File: src/rtl/fifo_pkg.sv
// Shared constants and types for the FIFO read-side stream adapter.
package fifo_pkg;
   localparam int DATA_WIDTH_DEF = 8;
   localparam int SKID_DEPTH     = 2;

   typedef logic [1:0] occ_t;
endpackage

File: src/rtl/skid_buf2.sv
// Two-entry in-order queue; entry 0 is always the head presented downstream.
module skid_buf2
   import fifo_pkg::*;
#(
   parameter int DATA_WIDTH = DATA_WIDTH_DEF
) (
   input  logic                  clk,
   input  logic                  rst_,
   input  logic                  i_push,
   input  logic [DATA_WIDTH-1:0] i_data,
   input  logic                  i_pop,
   input  logic                  i_flush,
   output logic [DATA_WIDTH-1:0] o_head,
   output occ_t                  o_occ
);

   logic [DATA_WIDTH-1:0] r_mem0;
   logic [DATA_WIDTH-1:0] r_mem1;
   occ_t                  r_occ;

   always_ff @(posedge clk or negedge rst_) begin
      if (!rst_) begin
         r_occ  <= '0;
         r_mem0 <= '0;
         r_mem1 <= '0;
      end else if (i_flush) begin
         r_occ <= '0;
      end else begin
         case ({i_push, i_pop})
            2'b10: begin
               if (r_occ == 2'd0) r_mem0 <= i_data;
               else               r_mem1 <= i_data;
               r_occ <= r_occ + 2'd1;
            end
            2'b01: begin
               r_mem0 <= r_mem1;
               r_occ  <= r_occ - 2'd1;
            end
            // Simultaneous push/pop: count holds, captured word lands behind whatever remains.
            2'b11: begin
               if (r_occ == 2'd1) begin
                  r_mem0 <= i_data;
               end else begin
                  r_mem0 <= r_mem1;
                  r_mem1 <= i_data;
               end
            end
            default: ;
         endcase
      end
   end

   assign o_head = r_mem0;
   assign o_occ  = r_occ;

   // Issue logic never lets a capture arrive while both entries are full.
   a_no_overflow: assert property (@(posedge clk) disable iff (!rst_)
      !(i_push && !i_flush && !i_pop && r_occ == occ_t'(SKID_DEPTH)));

endmodule

File: src/rtl/fifo_rd_stream.sv
// Converts a registered-output FIFO read port into a valid/ready stream,
// issuing reads only when the buffer is guaranteed room for the returning word.
module fifo_rd_stream
   import fifo_pkg::*;
#(
   parameter int DATA_WIDTH = DATA_WIDTH_DEF
) (
   input  logic                  clk,
   input  logic                  rst_,
   input  logic                  fifo_empty,
   input  logic [DATA_WIDTH-1:0] fifo_dout,
   output logic                  fifo_rd_en,
   input  logic                  flush,
   output logic                  m_valid,
   input  logic                  m_ready,
   output logic [DATA_WIDTH-1:0] m_data,
   output occ_t                  occupancy
);

   logic       r_inflight;
   logic       w_pop;
   logic       w_push;
   logic [2:0] w_sum;
   occ_t       w_occ;

   assign w_pop  = m_valid & m_ready;
   // pop implies occ >= 1, so the 3-bit difference cannot wrap
   assign w_sum  = {1'b0, w_occ} + {2'b00, r_inflight} - {2'b00, w_pop};
   assign fifo_rd_en = rst_ & ~flush & ~fifo_empty & (w_sum < 3'(SKID_DEPTH));
   assign w_push = r_inflight & ~flush;

   always_ff @(posedge clk or negedge rst_) begin
      if (!rst_) r_inflight <= 1'b0;
      else       r_inflight <= fifo_rd_en;
   end

   skid_buf2 #(.DATA_WIDTH(DATA_WIDTH)) u_buf (
      .clk     (clk),
      .rst_    (rst_),
      .i_push  (w_push),
      .i_data  (fifo_dout),
      .i_pop   (w_pop),
      .i_flush (flush),
      .o_head  (m_data),
      .o_occ   (w_occ)
   );

   assign m_valid   = (w_occ != 2'd0);
   assign occupancy = w_occ;

endmodule

File: config.mk
export PLATFORM = sky130hd
export DESIGN_NAME = fifo_rd_stream
export DESIGN_NICKNAME = d
export VERILOG_FILES = /design/src/rtl/fifo_pkg.sv /design/src/rtl/skid_buf2.sv /design/src/rtl/fifo_rd_stream.sv
export SDC_FILE = /design/constraint.sdc
export NUM_CORES = 1
export LEC_CHECK = 0
export CELL_PAD_IN_SITES_DETAIL_PLACEMENT = 0
export CELL_PAD_IN_SITES_GLOBAL_PLACEMENT = 1
export CORE_MARGIN = 4
export CORE_UTILIZATION = 33
export DETAILED_ROUTE_END_ITERATION = 7
export GPL_TIMING_DRIVEN = 1
export MAX_ROUTING_LAYER = met4
export PLACE_DENSITY = 0.71
export SETUP_SLACK_MARGIN = 0.3
export SLEW_MARGIN = 20
export SYNTH_ARGS = -nofsm -noshare
export SYNTH_HDL_FRONTEND = slang
export SYNTH_SLANG_ARGS = --single-unit
File: constraint.sdc
create_clock -name clk -period 2.6 [get_ports clk]
set_input_delay 0.39 -clock clk [delete_from_list [all_inputs] [get_ports clk]]
set_output_delay 0.39 -clock clk [all_outputs]
set_load 0.1 [all_outputs]
-- Word level (Yosys, flattened, before mapping)
Index checks and enable logic that the tools add are counted.
- eq/ne operators: 7
- reduce and logical (&&, ||, !) cells: 7
- bitwise gates (word level): 7
- order comparisons: 1
- add/subtract/negate cells: 4
- multiplexer cells: 8
- operators by type and width (operator ; count):
    $mux 8 ; 4
    $pmux 8 s3 ; 1
    $pmux 8 s2 ; 1
    $reduce_bool 3->1 ; 2
    $and 1x1->1 ; 5
    $eq 2x1->1 const B ; 2
    $eq 2x2->1 const B ; 2
    $ne 2x2->1 const B ; 2
    $pmux 2 s2 ; 1
    $reduce_and 4->1 ; 1
    $reduce_bool 2->1 ; 2
    $add 2x1->3 ; 1
    $lt 3x2->1 const B ; 1
    $reduce_and 3->1 ; 1
    $sub 3x1->3 ; 1
    $add 2x1->2 const B ; 1
    $logic_not 2->1 ; 1
    $mux 2 ; 1
    $ne 2x1->1 const B ; 1
    $not 1->1 ; 2
    $sub 2x1->2 const B ; 1
- register bits after elaboration: 19
- input port bits: 13

-- Depth between registers and ports, before layout
Gate-level depths: netlist of run 1.
- word-level depth: 5
- mapped depth: 10

-- By module
From an unflattened synthesis of run 1, not the netlist that was laid out.
- cells, all modules: 73
- area total of the unflattened synthesis: 1009.7 um2
- by module, submodules not included (module ; area an instance (um2) ; cells an instance ; instances):
    skid_buf2 ; 900.9 ; 62 ; 1
    fifo_rd_stream ; 108.9 ; 11 ; 1

-- Worst setup path before layout of run 1
OpenSTA, ideal clock, no wires.
- kind: register -> output
- start: register u_buf.r_occ[1] (netlist: u_buf.o_occ[1])
- end: output port fifo_rd_en
- arrival time: 4011 ps
- cell stages (with the launch flop): 11
- path buffers: 1
- path slack: -1801 ps
- cell sequence: dfrtp_1 -> inv_1 -> ha_1 -> buf_6 -> nand2b_4 -> inv_1 -> ha_1 -> nand2b_1 -> fa_1 -> nand4bb_1 -> nor2_1
- cells in the longest elaborated chain, start to end: 5
- elaborated cells on any way between the ends: 6
- RTL lines (what ; RTL line ; source):
    from (decl) ; skid_buf2.sv:19 ; occ_t r_occ;
    from (signal assigned) ; skid_buf2.sv:33 ; r_occ <= r_occ + 2'd1;
    from (signal assigned) ; skid_buf2.sv:37 ; r_occ <= r_occ - 2'd1;
    parallel branches: the longest is 2 deep, another holds $add 2x1->3 ; -- ;
    $sub 3x1->3 (*) ; fifo_rd_stream.sv:28 ; assign w_sum = {1'b0, w_occ} + {2'b00, r_inflight} - {2'b00, w_pop};
    $lt 3x2->1 (*) ; fifo_rd_stream.sv:29 ; assign fifo_rd_en = rst_ & ~flush & ~fifo_empty & (w_sum < 3'(SKID_DEPTH));
    $and 1x1->1 (*) ; fifo_rd_stream.sv:29 ;
    to (decl) ; fifo_rd_stream.sv:12 ; output logic fifo_rd_en,
Every way passes the cells marked *.

-- Worst setup path after layout of run 1
Same ends and word-level chain as after synthesis.

==> flow_summary.toml, run 1 <==
[outcome]
status = "finished with violations"
violations = "negative setup slack"

[route]
drcViolationCount = 0
vias = 937
post_drt_wl_per_cell_um = 15.48
wl_um = 2894
ant_nets = 0
routed_via_density = 5.011
drt_pass1_iterations = 4
drt_iter0_drc = 35

[critical_path]
path_buf_inv = 3
crit_fanout = 2
criticalPathCategory = "flop to output pin"
cp.required_ns = 2.21
cpLargestDelayFamily = "adder cells"
worstPathArrival_ns = 2.47
slowest_stage = "dfrtp_4"
endpoint_kind = "output pin"
cp-start-kind = "flop"
path_cells = "inv_4 -> ha_4 -> nand2b_4 -> inv_4 -> ha_4 -> nand2b_4 -> fa_1 -> nand4bb_1 -> nor2_4 -> buf_12"
slowest_delay_ns = 0.51

[synthesis]
syn_nets = 125
synth_cells = 108
synth_edf_count = 0
synth-seq-cells = 19
synth_ff_type = "dfrtp_1"
synthArstFlopShare_pct = 100.0
yosysWarnings = 0
ys_types = 28
ys_seq_area_share_pct = 40.51
syn-cell-area_um2 = 1174
synth_area_per_cell_um2 = 10.87

[power_and_ir_drop]
power_switching_w = 0.001124
switching_share_pct = 54.24
clkPwrFrac_pct = 7.7
p_int_w = 0.0009480
irDropWorstVdd_mv = 0.6942
comb_power_share_pct = 68.8
power_density_nw_per_um2 = 1315
p_seq_share_pct = 23.5
power_leakage_nw = 0.7361

[timing]
setup_viol = 1
worstMarginPinSlew_ns = 0.5793
hold_viol_final = 0
relSlewSlack_pct = 61.38
maxSlewViolCount = 0
max_freq_mhz = 349.2
min_period_over_period_pct = 110.1
skew_ns = 0.005701
rsz0062_at_grt = "true"
finalCriticalPeriod_ns = 2.863
fin_tns_setup_ns = -0.2633
fin_ws_ns = -0.2633

[place]
dp_hpwl_um = 2012
dpl_cell_area_um2 = 1525
post-place-ws_ns = -0.1573
gp_congestion = 0.7252
io_buffers = 24
dp_cells = 180

[clocking]
cts_max_level = 1
clockBufferDepth = 2
ctsHoldBuffers = 0
clock_sinks = 19
clk_latency_ns = 0.30
root_buffer = "clkbuf_4"
clk_pin_slew_ns = 0.12
cts_tree = "yes"
cts_buffers = 3

[grt]
globalRouteOverflowTotal = 0
antenna_found_initial = 0
grt_pass1_wl_um = 5016
grt_pass1_vias = 1004
grt_use_total_pct = 15.39
grt_max_degree = 21

[min_path]
hold_class = "input port to async pin"

[layout]
drive_above_1_share_pct = 34.75
postLayoutCoreUtil_pct = 46.47
antennaDiodeCount = 0
layout.nets = 159
stdcell_count = 187
stdcell_area_um2 = 1575
area_growth_pct = 34.22

[floorplan]
die_area_um2 = 4574
start_util_pct = 34.63
ios = 25
rows = 21
die_y_um = 67.64
fp.dieW_um = 67.64
core-area_um2 = 3390

[job]
maxCapViolCount = 0
## registers in the layout (all words and copies together) (netlist names)
| name | flops |
|---|---|
| u_buf.o_occ | 2 |
| u_buf.r_mem1 | 8 |
| r_inflight | 1 |
| u_buf.o_head | 8 |
## power groups by stage
stage	combinational [W]	clock (W)	sequential (W)
final	0.00142	0.000159	0.000488
after global routing	0.00152	0.000183	0.000505
after CTS	0.00144	0.000166	0.000487
after floorplan	0.000649	0	0.000966
after detailed placement	0.00141	0	0.000499
after global placement	0.00139	0	0.000493
## metal layers
| layer | vias up | share of wire [%] | global-route usage, % |
|---|---|---|---|
| met2 | 17 | 49 | 25.15 |
| met3 | 4 | 3.9 | 2.829 |
| met1 | 459 | 46 | 18.96 |
| li1 | 457 | - | - |
| met4 | 0 | 1.6 | 5.316 |
| met5 | - | 0 | - |
## synth_stat cells (2+ instances only)
cell      instances  area share [%]
o32a_1            3             2.6
xnor2_1           2             1.5
nor3_1            3             1.3
a211oi_1          2             1.3
a21oi_1           9             3.8
buf_6             2             1.9
buf_2             2            0.85
ha_1              3             3.2
nor2_1            6             1.9
o21ai_0           3             1.3
a22o_1           10             7.5
mux2i_1           9             7.7
mux2_4            8              10
inv_1             4             1.3
dfrtp_1          19              41
nand2_1          11             3.5
## metrics by stage
| stage | hold WS [ns] | power (W) |
|---|---|---|
| final | 0.4938 | 0.002072 |
| after global routing | 0.5244 | 0.002212 |
| after CTS | 0.5096 | 0.002095 |
| after detailed placement | 0.4928 | 0.001908 |
| after global placement | 0.4892 | 0.001886 |
| after floorplan | 0.09441 | 0.001615 |
## path summary, 6_finish.rpt
path | cells past startpoint | end | startpoint | slack, ns
setup / recovery | 10 | fifo_rd_en | u_buf.o_occ[1] | -0.26
hold / removal | 2 | u_buf.r_mem1[4] | rst_ | 0.49
setup reg to reg | 9 | r_inflight | u_buf.o_occ[1] | 0.55
hold reg to reg | 1 | u_buf.o_head[5] | u_buf.o_head[5] | 0.52
max in group asynchronous | 2 | u_buf.o_occ[0] | rst_ | 1.87
min in group clk | 1 | u_buf.o_head[5] | u_buf.o_head[5] | 0.52
## kinds of logic (layout without fill, tap and decap cells)
kind of cell,Yosys count,count (layout),share of synthesized area [%]
AOI/OAI and AO/OA,29,29,17.80
and+or+nand+nor,26,26,11.62
DFF,19,19,40.51
muxes,17,17,17.91
buffers and inverters,10,43,5.010
adders and majority gates,4,4,4.904
xor gates and xnor gates,3,3,2.239
## area by class of cell
class / instances / area (µm²)
repair buffers: 35 / 305.3
flip-flops and latches: 19 / 483.0
inverters: 4 / 22.52
multi-input cells: 79 / 679.4
well taps: 46 / 57.56
clock buffers: 3 / 22.52
clock inverters: 1 / 5.005
fillers: 319 / 1814
## cell usage in the layout, fill, tap and decap left out, types with 2 or more instances in the layout
| master | netlist | final |
|---|---|---|
| a22o_1 | 10 | 10 |
| o21ai_0 | 3 | 3 |
| a211oi_1 | 2 | 2 |
| clkdlybuf4s50_1 | 0 | 12 |
| o32a_1 | 3 | 3 |
| clkbuf_4 | 0 | 3 |
| mux2i_1 | 9 | 9 |
| dfrtp_1 | 19 | 17 |
| ha_4 | 0 | 2 |
| a21oi_1 | 9 | 9 |
| dfrtp_4 | 0 | 2 |
| mux2_4 | 8 | 8 |
| nand2_1 | 11 | 11 |
| nand2b_4 | 1 | 2 |
| inv_4 | 0 | 3 |
| buf_4 | 1 | 22 |
| nor3_1 | 3 | 3 |
| nor2_1 | 6 | 5 |
| xnor2_1 | 2 | 2 |
## repair_timing
item / 4_1_cts / 5_1_grt
setup buffers: 3 / 0
pin swaps: 1 / 1
gates resized for setup: 0 / 0
setup endpoints to repair: 1 / 1
(Power assumes the default switching activity.)
==> run 2: changes to the inputs <==
- CORE_UTILIZATION: 33 -> 34
- PLACE_DENSITY: 0.71 -> 0.73
- SETUP_SLACK_MARGIN: 0.3 -> 0.4
- SYNTH_HIERARCHICAL: default -> 1
==> run 2 against run 1 <==
The run still ends with negative setup slack left; routed wire length down 30%; register-to-register slack got worse by 0.32 ns; count of clock-buffer cells in the layout is the same; sequential share of layout area up 2.7 points; die area shrank 15%; via count is 29% lower; core utilization up 5.1 points; setup slack worse by 0.20 ns; global-route usage shrank 3.2 points; hold slack improved by 0.0014 ns; largest cell class unchanged.
==> flow_summary.toml, run 2 <==
[critical_path]
cp.required_ns = 2.21
criticalPathCategory = "flop to output pin"
cpLargestDelayFamily = "simple AND/OR/NAND/NOR gates"
worstPathArrival_ns = 2.67
crit_cells = 8
r2r_cells = 8
endpoint_kind = "output pin"
cp-start-kind = "flop"
path_buf_inv = 1
regToRegStartpoint = "u_buf/o_occ[1]"
critPathLaunch = "u_buf/o_occ[1]"
rr_endpoint = "r_inflight"
path_cells = "or2_4 -> and2_4 -> ha_4 -> or2b_1 -> fa_1 -> nand2_2 -> nor4_4 -> buf_12"
crit_fanout = 2
endpoint = "fifo_rd_en"
slowest_stage = "dfrtp_4"
rrSetupSlack_ns = 0.23
slowest_delay_ns = 0.49

[grt]
grt_max_degree = 20
grt_pass1_wl_um = 3622
globalRouteOverflowTotal = 0
grt_pass1_vias = 752
antenna_found_initial = 0
grt_use_total_pct = 12.16

[timing]
worstMarginPinSlew_ns = 0.4875
fin_ws_ns = -0.4608
hold_viol_final = 0
maxSlewViolCount = 0
fin_tns_setup_ns = -0.4608
finalCriticalPeriod_ns = 3.061
rsz0062_at_grt = "true"
setup_viol = 1
skew_ns = 0.001960
relSlewSlack_pct = 67.38
max_freq_mhz = 326.7
min_period_over_period_pct = 117.7

[place]
dp_hpwl_um = 1522
post-place-ws_ns = -0.3845
dp_cells = 134
dpl_cell_area_um2 = 1419
io_buffers = 24
gp_congestion = 0.7481

[synthesis]
ys_types = 27
synth_adder_area_share_pct = 5.700
synth_cells = 73
synth_xor_xnor_area_share_pct = 2.602
synth-simple-area-share_pct = 9.665
ys_top_cells_by_count = "dfrtp_1 (19), mux2_1 (15), mux2_2 (8), ha_1 (3), inv_1 (3)"
synthArstFlopShare_pct = 100.0
synth_area_per_cell_um2 = 13.83
synth-seq-cells = 19
yosys.area.top_type = "dfrtp_1"
synth_ff_type = "dfrtp_1"
yosys.area.top_type_share_pct = 47.09
syn-cell-area_um2 = 1010
yosysWarnings = 6
ys_seq_area_share_pct = 47.09
synth_edf_count = 0
synth.most_common_cell = "dfrtp_1"
synth.area.mux_share_pct = 28.50
synthTopCellsByArea = "dfrtp_1 (47%), mux2_1 (17%), mux2_2 (8.9%)"
synth_compound_area_share_pct = 3.470
syn_nets = 90
synth_top_family_by_area = "multiplexers"

[floorplan]
rows = 19
ios = 25
core-area_um2 = 2805
die_y_um = 62.50
die_area_um2 = 3906
fp.dieW_um = 62.50
start_util_pct = 35.99

[job]
maxCapViolCount = 0

[clocking]
clock_sinks = 19
ctsHoldBuffers = 0
cts_tree = "yes"
clk_latency_ns = 0.29
cts_buffers = 3
clockBufferDepth = 2
cts_max_level = 1
root_buffer = "clkbuf_4"
cts_resized = 0
clk_pin_slew_ns = 0.11

[route]
routed_via_density = 4.790
wl_um = 2013
post_drt_wl_per_cell_um = 14.59
ant_nets = 0
vias = 661
drcViolationCount = 0
drt_iter0_drc = 27
drt_pass1_iterations = 2

[layout]
area_growth_pct = 43.25
seq_area_um2 = 483.0
multiInputGateArea_um2 = 603.1
fillerInstances = 239
stdcell_count = 138
stdcell_area_um2 = 1446
layout.nets = 125
antennaDiodeCount = 0
drive_above_1_share_pct = 50.47
final_cell_mix = "buf_4 (19), dfrtp_1 (17), mux2_4 (17)"
final_common_cell = "buf_4"

[min_path]
hold_class = "input port to async pin"

[outcome]
violations = "negative setup slack"
status = "finished with violations"
==> run 2: changes by cell type in the layout (fill, tap and decap cells not counted), moves of 3 or more <==
cell,delta
nand2_1,-11
a22o_1,-10
mux2_4,+9
mux2i_1,-9
a21oi_1,-7
mux2_1,+7
buf_4,-3
inv_4,-3
nor2_1,-3
nor3_1,-3
o21ai_0,-3
o32a_1,-3
==> run 2: cell families (layout without fill, tap and decap cells) <==
kind of cell    Yosys count  in the layout
compound gates            4              4
xor+xnor                  3              3
fa+ha+maj                 4              4
buf+inv                   5             39
flops                    19             19
mux                      25             25
simple gates             13             13
==> run 2: how the worst min path moves through the flow <==
stage / startpoint / end
5_1_grt: rst_ / u_buf/o_occ[1]
4_1_cts: rst_ / u_buf/o_occ[1]
2_1_floorplan: rst_ / r_inflight
6_report: rst_ / u_buf/o_head[4]
3_3_place_gp: u_buf/r_mem1[0] / u_buf/r_mem1[0]
3_5_place_dp: u_buf/r_mem1[5] / u_buf/r_mem1[5]
==> run 2: what timing repair did <==
| item | in CTS | in global routing |
|---|---|---|
| setup endpoints to repair | 2 | 2 |
| setup buffers | 0 | 0 |
| gates cloned | 0 | 0 |
| pin swaps | 2 | 0 |
==> run 2: metal layers <==
layer  up-vias  GRT usage [%]  share of wire [%]
met5         -              -                  0
met4         0          4.132                1.3
met3         2          3.237                2.3
met2        13          20.11                 51
met1       324          14.30                 46
li1        322              -                  -
==> run 2: final cells by class <==
class                   instances  area share, %
multi-input cells              49          41.70
flip-flops and latches         19          33.39
repair buffers                 32          19.55
well taps                      31          2.682
clock buffers                   3          1.557
inverters                       3         0.7785
clock inverters                 1         0.3460
==> run 2: through the flow <==
stage	hold slack, ns	utilization [%]
floorplan	0.09441	-
global placement	0.4733	50.58
detailed placement	0.4832	50.58
CTS	0.4970	51.56
global route	0.5176	51.56
finish	0.4952	51.56
Power of run 2 is left out: the tool's default activity adds up to more than one toggle a clock period on the data nets, which glitch-free logic cannot reach.
==> edit 1 (config.mk and constraints of run 2) <==
The package constant `DATA_WIDTH_DEF` goes from 8 to 6.
--- a/src/rtl/fifo_pkg.sv
+++ b/src/rtl/fifo_pkg.sv
@@ -1,6 +1,6 @@
 // Shared constants and types for the FIFO read-side stream adapter.
 package fifo_pkg;
-   localparam int DATA_WIDTH_DEF = 8;
+   localparam int DATA_WIDTH_DEF = 6;
    localparam int SKID_DEPTH     = 2;
 
    typedef logic [1:0] occ_t;
Ports: changed (resized fifo_dout and m_data); port bits go from 25 to 21. No check against the original RTL was run, so the function may have changed too.
==> edit 1 against run 2 <==
  * The flow still finishes with violations (negative setup slack)
  * Maximum frequency grew 0.67%
  * Wire length shrank 20%
  * Core utilization grew 1.7 points
  * Final cell count shrank 12%
  * Via count shrank 16%
  * Area after synthesis shrank 16%
  * Design area shrank 15%
  * Setup slack gained 0.020 ns
  * Synthesized cell count shrank 14%
  * Sequential cell count shrank 4
  * Critical endpoint unchanged
  * Highest routed layer unchanged
Power is left out: the tool's default activity adds up to more than one toggle a clock period on the data nets, which glitch-free logic cannot reach.
==> edit 1: results (changes against run 2) <==
| Metric | Value |
|---|---|
| Rel. slew slack | 65.3% (-2.1 points) |
| Gr usage total | 11.7% (-0.49 points) |
| Final Hold Fails | 0 (unchanged) |
| Pin count of the biggest net entering global routing | 16 (-20%) |
| CP max-delay cell | fa_1 |
| Fraction of area in registers | 31.3% (-2.1 points) |
| Setup WS post-layout | -0.441 ns (+0.0203 ns) |
| Vias in the first global route | 614 (-18%) |
| CTS Buf Count | 3 (unchanged) |
| Worst R2R End | r_inflight$_DFF_PN0_ |
| Filler Cell Count | 202 (-15%) |
| Worst-path clk slew | 0.09 ns (-0.02 ns) |
| Violated checks | negative setup slack |
| DR vias | 553 (-16%) |
| Post-Syn Nets | 79 (-12%) |
| Worst R2R Path Depth | 9 (+1) |
| Final-layout non-clock buffer area share | 20.6% (+1.0 points) |
| Yosys reg bits | 15 (-4) |
| Critical path data arrival time | 2.65 ns (-0.02 ns) |
| Reg area | 383 um^2 (-21%) |
| Multi-input combinational area share | 42.1% (+0.43 points) |
| Post-synth top cells | 15 x dfrtp_1, 14 x mux2_2, 4 x ha_1 |
| Synthesis-to-finish area growth | 44.0% |
| Sequential share of the synthesized area | 44.2% (-2.9 points) |
| Layout Nets | 110 (-12%) |
| Yosys cell types | 25 (-7.4%) |
| CP peak stage delay | 0.51 ns (+0.02 ns) |
| Clk cell area share | 2.25% (+0.35 points) |
| Clk_lat worst skew | 0.28 ns |
| Top area cells in the synthesized netlist | dfrtp_1 44%, mux2_2 19%, ha_1 5.9% |
| Final setup fails | 1 (unchanged) |
| Post_cts resized | 1 (+1) |
| Worst Skew | 0.00269 ns (+0.000734 ns) |
| Hpwl dp | 1230 um (-19%) |
| Reg2Reg Setup Slack | 0.15 ns (-0.08 ns) |
| Placed inst area | 0.00118 mm^2 (-16%) |
| CP Max Fanout | 2 (unchanged) |
| Bufs w/o clock | 28 (-13%) |
| Final period utilization | 117% (-0.78 points) |
| First-pass GRT wire length | 2820 um (-22%) |
| Clock tree buffer depth | 2 (unchanged) |
| Status | complete, but fails checks |
| Initial antenna violation count | 0 (unchanged) |
| Fraction of layout cells with a size suffix above 1 | 55.9% (+5.4 points) |
| DRT iter0 DRCs | 9 (-67%) |
| Count of multi-input gates | 43 (-12%) |
| Postcts setup bufs | 1 (+1) |
| GP Congestion | 0.677 (-9.5%) |
| Final WL | 1610 um (-20%) |
| Port Buffers | 20 (-17%) |
==> edit 1: changes by cell type in the layout (fill, tap and decap cells not counted), moves of 2 or more <==
| cell | run 2 | this run |
|---|---|---|
| buf_4 | 19 | 16 |
| mux2_1 | 7 | 0 |
| mux2_4 | 17 | 12 |
| mux2_2 | 0 | 6 |
| dfrtp_1 | 17 | 13 |
| clkdlybuf4s50_1 | 12 | 10 |
==> edit 1: worst max-delay path by stage <==
stage,end,slack [ns]
floorplan,fifo_rd_en,-1.16
global placement,fifo_rd_en,-0.33
detailed placement,fifo_rd_en,-0.37
CTS,fifo_rd_en,-0.47
global route,fifo_rd_en,-0.57
finish,fifo_rd_en,-0.44
==> edit 1: routing by layer <==
metal / global-route usage, % / routed length (um)
met4: 6.95 / 23
met5: - / 0
met2: 17.6 / 776
met3: 3.12 / 64
met1: 13.8 / 746
==> edit 1: through the flow <==
stage	setup WS, ns	util [%]	std cells	hold slack (ns)	TNS, ns
floorplan	-1.16	-	63	0.0944	-2.17
global placement	-0.332	51.6	116	0.487	-0.332
detailed placement	-0.372	51.6	116	0.494	-0.372
CTS	-0.468	53.3	121	0.477	-0.468
global route	-0.566	53.3	121	0.491	-0.566
finish	-0.441	53.3	121	0.476	-0.441
==> edit 1: kinds of logic (layout without fill, tap and decap cells) <==
group | Yosys count | count (layout) | synth area share [%]
multiplexers | 19 | 19 | 25.5
XOR/XNOR | 3 | 3 | 3.09
AND/OR/NAND/NOR | 12 | 12 | 9.43
AO/OA/AOI/OAI | 4 | 4 | 6.04
buffers and inverters | 5 | 35 | 3.53
adder cells (fa/ha/maj) | 5 | 5 | 8.25
flip-flops | 15 | 15 | 44.2
==> edit 2 (flow settings as in run 2) <==
Made on the original files. Reset style: synchronous (`rst_`), changed in 2 clocked blocks.
--- a/src/rtl/skid_buf2.sv
+++ b/src/rtl/skid_buf2.sv
@@ -18,7 +18,7 @@
    logic [DATA_WIDTH-1:0] r_mem1;
    occ_t                  r_occ;
 
-   always_ff @(posedge clk or negedge rst_) begin
+   always_ff @(posedge clk) begin
       if (!rst_) begin
          r_occ  <= '0;
          r_mem0 <= '0;
--- a/src/rtl/fifo_rd_stream.sv
+++ b/src/rtl/fifo_rd_stream.sv
@@ -29,7 +29,7 @@
    assign fifo_rd_en = rst_ & ~flush & ~fifo_empty & (w_sum < 3'(SKID_DEPTH));
    assign w_push = r_inflight & ~flush;
 
-   always_ff @(posedge clk or negedge rst_) begin
+   always_ff @(posedge clk) begin
       if (!rst_) r_inflight <= 1'b0;
       else       r_inflight <= fifo_rd_en;
    end
Formal check against the unedited RTL: differs if rst_ is asserted again (counterexample within 4 cycles, from zero or initial values and one cycle with rst_ low); with rst_ held inactive, the same outputs for 10 cycles.
==> edit 2 against run 2 <==
  * The flow still finishes with violations (negative setup slack)
  * Sequential cell count unchanged
  * Setup slack better by 0.23 ns
  * Area after synthesis up 7.9%
  * Wire length is 29% higher
  * Design area fell by 1.1%
  * Maximum frequency grew 8.1%
  * Final cell count up 40%
  * Hold slack got worse by 0.0030 ns
  * Highest routed layer unchanged
Power is left out: it rests on default switching activity, and per cell area and clock period it moved more than threefold.
==> edit 2: results (changes against run 2) <==
| Metric | Value |
|---|---|
| Startpoint of the worst register-to-register path | u_buf/o_occ[0]$_SDFFE_PP0P_ |
| Status | complete, but fails checks |
| DR vias/cell | 5.13 (+7.2%) |
| N_diodes | 0 (unchanged) |
| Critical path data arrival time | 2.44 ns (-0.23 ns) |
| Setup WS post-layout | -0.232 ns (+0.229 ns) |
| First-pass GRT wire length | 4420 um (+22%) |
| Top area cells in the synthesized netlist | dfxtp_1 35%, ha_1 8.0%, a21oi_1 7.3% |
| Reg2Reg Setup Slack | 0.47 ns (+0.24 ns) |
| Yosys cell types | 31 (+15%) |
| Initial antenna violation count | 0 (unchanged) |
| H-Tree Depth | 1 (unchanged) |
| Layout Nets | 171 (+37%) |
| Postcts setup bufs | 0 (unchanged) |
| Final setup fails | 1 (unchanged) |
| Violated checks | negative setup slack |
| Worst Skew | 0.0138 ns (+0.0118 ns) |
| Hold path start | u_buf/r_mem1[5]$_SDFFE_PN0P_ |
| Worst Hold Class | flop to flop |
| GR Util met1 | 18.7% (+4.4 points) |
| GP Congestion | 0.764 (+2.2%) |
| Hold Path Depth | 2 |
| Hpwl dp | 2100 um (+38%) |
| Clk_lat worst skew | 0.30 ns |
| Post-Syn Nets | 144 (+60%) |
| DR vias | 991 (+50%) |
| Worst R2R End | r_inflight$_SDFF_PN0_ |
| Met3 Use GR | 2.60% (-0.64 points) |
| Filler Cell Count | 311 (+30%) |
| Routed met3 length | 112 um (+140%) |
| Rel. slew slack | 66.0% (-1.3 points) |
| Pin count of the biggest net entering global routing | 17 (-15%) |
| Vias in the first global route | 914 (+22%) |
| Setup tns final | -0.232 ns (+0.229 ns) |
| Synth Area per Inst | 8.86 um^2 (-36%) |
| Met2 routed wirelength | 1220 um (+20%) |
| Post-synth top cells | 19 x dfxtp_1, 16 x a21oi_1 |
| Routed len/inst | 13.4 um (-8.0%) |
| Worst-path clk slew | 0.13 ns (+0.02 ns) |
| CP Max Fanout | 2 (unchanged) |
| Fraction of layout cells with a size suffix above 1 | 21.5% (-29 points) |
| Sequential share of the synthesized area | 34.9% (-12 points) |
| Asr flop ratio synth | 0% (-100 points) |
| DRT iter0 DRCs | 72 (+170%) |
| CTS root buffer | clkbuf_4 |
| M2 GR Usage | 19.8% (-0.26 points) |
| Gr usage total | 13.5% (+1.3 points) |
| DR pass1 iterations | 4 (+2) |
| Cells after DPL | 189 (+41%) |
| Metal1 wirelength | 1240 um (+35%) |
| CTS Buf Count | 3 (unchanged) |
| Pre-CTS setup slack | -0.170 ns (+0.214 ns) |
| Synth warn | 6 (unchanged) |
[edit 2: kinds of logic (layout without fill, tap and decap cells)]
group | count (synthesis) | in the layout | share of synthesized area (%)
AOI/OAI and AO/OA | 51 | 51 | 30.7
xor gates and xnor gates | 3 | 3 | 2.41
adders and majority gates | 8 | 8 | 9.87
buffers and inverters | 14 | 40 | 6.31
DFF | 19 | 19 | 34.9
and+or+nand+nor | 28 | 28 | 15.8
[edit 2: area by class of cell]
class	instances	area, um^2	area share (%)
clock buffer	3	22.5	1.57
clock inverter	1	6.26	0.437
inverter	6	22.5	1.57
multi-input combinational	90	668	46.7
sequential	19	388	27.1
tap	44	55.1	3.85
timing repair buffer	30	268	18.7
[edit 2: worst max-delay path by stage]
stage	slack (ns)	endpoint	depth (start not counted)	start
2_1_floorplan	-0.51	fifo_rd_en	7	u_buf/o_occ[1]$_SDFFE_PP0P_
3_3_place_gp	-0.14	fifo_rd_en	8	m_ready
3_5_place_dp	-0.17	fifo_rd_en	8	m_ready
4_1_cts	-0.26	fifo_rd_en	8	u_buf/o_occ[0]$_SDFFE_PP0P_
5_1_grt	-0.36	fifo_rd_en	8	u_buf/o_occ[0]$_SDFFE_PP0P_
6_report	-0.23	fifo_rd_en	8	u_buf/o_occ[0]$_SDFFE_PP0P_
[edit 2: worst max-delay path: stages, from the launching register on]
cell       delay, ns
dfxtp_4         0.35
or2_4           0.24
and2_4          0.17
ha_4            0.20
or2b_1          0.23
fa_1            0.48
nand4bb_1       0.17
nor2_4          0.14
buf_12          0.18
[edit 2: per-stage QoR]
step	hold WS, ns	area [um^2]
finish	0.492	1430
global route	0.503	1430
CTS	0.487	1430
detailed placement	0.467	1400
global placement	0.456	1400
floorplan	0.445	1120
